<file path="src/rtl/rotary_quad_decoder.sv">
// Rotary encoder front end: synchronizes and debounces channels A/B, then turns
// the quadrature pattern into one detent step with direction and a signed position.
module rotary_quad_decoder #(
    parameter int unsigned DEBOUNCE_CYCLES = 50000
) (
    input  logic       clk,
    input  logic       reset,
    input  logic       rot_a,
    input  logic       rot_b,
    output logic       rotation_event,
    output logic       rotation_direction,
    output logic       step_valid,
    output logic [7:0] step_count
);

    localparam logic [15:0] CNT_LAST = 16'(DEBOUNCE_CYCLES - 1);

    logic        a_meta_q, a_sync_q, b_meta_q, b_sync_q;
    logic [15:0] cnt_a_q, cnt_a_d, cnt_b_q, cnt_b_d;
    logic        deb_a_q, deb_a_d, deb_b_q, deb_b_d;
    logic        q1_q, q1_d, q2_q, q2_d;
    logic        dir_q, dir_d;
    logic        step_valid_q;
    logic [7:0]  count_q, count_d;
    logic        rise;

    // A channel only moves its debounced level after CNT_LAST+1 differing samples in a row.
    always_comb begin
        cnt_a_d = cnt_a_q;
        deb_a_d = deb_a_q;
        if (a_sync_q == deb_a_q) begin
            cnt_a_d = '0;
        end else if (cnt_a_q == CNT_LAST) begin
            deb_a_d = a_sync_q;
            cnt_a_d = '0;
        end else begin
            cnt_a_d = cnt_a_q + 16'd1;
        end

        cnt_b_d = cnt_b_q;
        deb_b_d = deb_b_q;
        if (b_sync_q == deb_b_q) begin
            cnt_b_d = '0;
        end else if (cnt_b_q == CNT_LAST) begin
            deb_b_d = b_sync_q;
            cnt_b_d = '0;
        end else begin
            cnt_b_d = cnt_b_q + 16'd1;
        end
    end

    // q1 marks the detent (11 vs 00); q2 remembers which channel led (01 vs 10).
    always_comb begin
        q1_d = q1_q;
        q2_d = q2_q;
        case ({deb_a_q, deb_b_q})
            2'b11:   q1_d = 1'b1;
            2'b00:   q1_d = 1'b0;
            2'b01:   q2_d = 1'b1;
            2'b10:   q2_d = 1'b0;
            default: ;
        endcase
    end

    assign rise    = q1_d & ~q1_q;
    assign dir_d   = rise ? q2_q : dir_q;
    assign count_d = rise ? (count_q + (q2_q ? 8'd1 : 8'hFF)) : count_q;

    always_ff @(posedge clk) begin
        if (reset) begin
            a_meta_q     <= 1'b1;
            a_sync_q     <= 1'b1;
            b_meta_q     <= 1'b1;
            b_sync_q     <= 1'b1;
            cnt_a_q      <= '0;
            cnt_b_q      <= '0;
            deb_a_q      <= 1'b1;
            deb_b_q      <= 1'b1;
            q1_q         <= 1'b1;
            q2_q         <= 1'b0;
            dir_q        <= 1'b0;
            step_valid_q <= 1'b0;
            count_q      <= '0;
        end else begin
            a_meta_q     <= rot_a;
            a_sync_q     <= a_meta_q;
            b_meta_q     <= rot_b;
            b_sync_q     <= b_meta_q;
            cnt_a_q      <= cnt_a_d;
            cnt_b_q      <= cnt_b_d;
            deb_a_q      <= deb_a_d;
            deb_b_q      <= deb_b_d;
            q1_q         <= q1_d;
            q2_q         <= q2_d;
            dir_q        <= dir_d;
            step_valid_q <= rise;
            count_q      <= count_d;
        end
    end

    assign rotation_event     = q1_q;
    assign rotation_direction = dir_q;
    assign step_valid         = step_valid_q;
    assign step_count         = count_q;

endmodule

</file>
<file path="config.mk">
export PLATFORM = sky130hd
export DESIGN_NAME = rotary_quad_decoder
export DESIGN_NICKNAME = d
export VERILOG_FILES = /design/src/rtl/rotary_quad_decoder.sv
export SDC_FILE = /design/constraint.sdc
export NUM_CORES = 1
export LEC_CHECK = 0
export ABC_AREA = 1
export CAP_MARGIN = 25
export CORE_AREA = 5 5 77 79
export DETAILED_ROUTE_END_ITERATION = 10
export DIE_AREA = 0 0 82 84
export GPL_ROUTABILITY_DRIVEN = 0
export GPL_TIMING_DRIVEN = 0
export HOLD_SLACK_MARGIN = 0.06
export PLACE_DENSITY = 0.71
export SLEW_MARGIN = 0
export SYNTH_ARGS = -nofsm -noshare
export SYNTH_HDL_FRONTEND = slang
export SYNTH_SLANG_ARGS = --single-unit
export TNS_END_PERCENT = 10
</file>
<file path="constraint.sdc">
create_clock -name clk -period 1.6 [get_ports clk]
set_clock_uncertainty 0.1 [all_clocks]
set_input_delay 0.32 -clock clk [delete_from_list [all_inputs] [get_ports clk]]
set_output_delay 0.32 -clock clk [all_outputs]
set_load 0.01 [all_outputs]
</file>
==> results.yml <==
outcome:
  outcome: "finished, final reports clean"
synth:
  syn_avg_cell_area_um2: 7.43
  synth_top_cell_by_area: "dfxtp_1"
  netlist_instances: 358
  synth.ff_latch_count: 50
  synth.top_cell.area_share_pct: 37.6
  synth_cell_types: 31
  ys.warnings.count: 0
  yosys-top-cells-area: "dfxtp_1 38%, nand2_1 9.0%, inv_1 6.3%"
  syn_area_um2: 2660
  syn_nets: 374
  yosysSeqAreaShare_pct: 37.6
layout:
  layout_common_cells: "63 x nand2_1, 44 x inv_1, 42 x dfxtp_1, 35 x nor2_1, 27 x nand3_1"
  stdcell_area_um2: 3090
  layout_commonest_cell: "nand2_1"
  syn2layout_area_growth_pct: 16.0
  num_antenna_cells: 0
  fin_nets: 398
  layout-drive-gt1-share_pct: 21.9
global_routing:
  use_met1_pct: 19.8
  top_usage_layer: "met2"
  grt_max_degree: 18
  antenna_found_initial: 0
  grt_pass1_vias: 2143
  grt_pass1_wl_um: 8780
  grt-ovfl-total: 0
  groute.usage.overall_pct: 15.6
  use_met2_pct: 25.9
  grt_use_met3_pct: 3.24
worst_setup_path:
  crit_fanout: 8
  worst_ep_arrival_time_ps: 1690
  critPathRequiredTime_ps: 1720
  critical_path.max_stage_delay_ps: 390
  critical_path_buf_inv_count: 3
  cpMostUsedCell: "nand2_1"
  crit_family: "flip-flops"
  endpoint_kind: "register"
  cp_cell_sequence: "inv_6, ha_1, nand2_1, inv_1, a21oi_1, nand2_1, nand2_1, nand3_1, nand2_1, inv_1"
  crit_start: "q2_q$_SDFFE_PP0P_"
  timing.critical_path.slowest_stage_cell: "dfxtp_4"
  r2r_start: "q2_q$_SDFFE_PP0P_"
  path_class: "register to register"
  start_kind: "register"
placed_design:
  numPortBuffers: 14
  place_ws_ps: -219
  postPlaceCellArea_um2: 2890
  dp_hpwl_um: 3680
power:
  p_leak_nw: 1.24
  peakVddDrop_mv: 0.391
  p_per_area_nw_per_um2: 665
route:
  viasPerCell: 4.95
  drt-wirelength-per-cell_um: 10.8
  drt.antenna.violating_nets: 0
  drt_pass1_iterations: 4
  drtIter0Drc: 82
  vias: 2252
  routed_wirelength_um: 4930
  drc_errors: 0
die:
  num_rows: 27
  die_h_um: 84
  core_area_um2: 5270
  die_area_um2: 6890
  pin_count: 15
  initial_core_util_pct: 50.5
  die_x_um: 82
sta:
  worst_pin_slew_ps: 402
  hold_viol_final: 0
  fin_ws_ps: 27.2
  setup_viol: 0
  fin_tns_setup_ps: 0
  slew_headroom_pct: 73.2
  fmax_mhz: 636
  rsz0062_at_grt: "true"
  fin_crit_ps: 1570
  drv_slew: 0
  fin_crit_sh_pct: 98.3
cts:
  numCtsBuffers: 5
  cts.sinks: 50
  clk_latency_ps: 310
  h-tree-depth: 2
  cts-root-buf: "clkbuf_8"
  holdBufCountCts: 0
  cts.path.max_buffers: 2
  clk_pin_slew_ps: 100
  cts_tree: "done"
job:
  cap_violations: 0
min_path:
  min_path_type: "register to register"
  hold_start: "b_meta_q$_SDFF_PP1_"
==> sequential cells by signal, indices dropped and copies added, names as in the netlist, named ones only <==
signal / cells
deb_a_q: 1
cnt_a_q: 16
b_meta_q: 1
q2_q: 1
cnt_b_q: 16
b_sync_q: 1
step_valid: 1
a_sync_q: 1
rotation_direction: 1
step_count: 8
a_meta_q: 1
deb_b_q: 1
==> where the power goes <==
| part | internal [mW] | switching [mW] |
|---|---|---|
| Combinational | 0.0227 | 0.0239 |
| Sequential | 1.25 | 0.00372 |
| Clock | 0.313 | 0.440 |
==> metal layers <==
metal,part of all wire [%],wire length [um]
met5,0,0
met4,1.1,52
met3,2.3,112
met2,48,2380
met1,49,2390
==> what timing repair did <==
action | in CTS | in global routing
gates resized for setup | 26 | 9
setup buffers | 0 | 3
pin swaps | 0 | 2
endpoints found under the hold margin | 0 | 0
setup endpoints to repair | 39 | 27
==> worst paths after layout <==
| kind | depth (start not counted) | slack [ps] | endpoint |
|---|---|---|---|
| min | 1 | 320 | b_sync_q$_SDFF_PP1_ |
| max | 10 | 30 | step_count[7]$_SDFFE_PP0P_ |
| max reg2reg | 10 | 30 | step_count[7]$_SDFFE_PP0P_ |
| min reg2reg | 1 | 320 | b_sync_q$_SDFF_PP1_ |
==> area by class of cell <==
type / instances / area, um^2
Fill cell: 516 / 2180
Multi-Input combinational cell: 250 / 1470
Sequential cell: 50 / 1010
Inverter: 54 / 208
Timing Repair Buffer: 17 / 165
Tap cell: 72 / 90.1
Clock buffer: 5 / 68.8
Buffer: 4 / 51.3
Clock inverter: 3 / 23.8
==> cells by family (layout without fill, tap and decap cells) <==
logic type,Yosys count,after routing,synth area share [%]
AND/OR/NAND/NOR,187,187,34.8
buffers and inverters,58,83,9.27
flip-flops,50,50,37.6
AO/OA/AOI/OAI,40,40,8.80
adder cells (fa/ha/maj),12,12,5.93
XOR/XNOR,11,11,3.62
==> cell usage after synthesis (all sizes together) <==
cell / n
a21oi: 25
a31oi: 1
and3: 1
buf: 3
clkbuf: 1
dfxtp: 50
fa: 1
ha: 11
inv: 54
nand2: 71
nand3: 29
nand3b: 2
nand4: 10
nor2: 58
nor3: 10
o211ai: 1
o21ai: 13
or2: 6
xnor2: 3
xor2: 8
==> per-stage QoR <==
step                      instances  total power [mW]  utilization, %  hold WS, ps
after global placement          444              1.32            54.8          295
after global routing            455              2.15            58.6          332
final                           455              2.05            58.6          323
after CTS                       452              2.08            57.4          326
after floorplan                 358              1.31               -          289
after detailed placement        444              1.32            54.8          301
(Power assumes the default switching activity.)
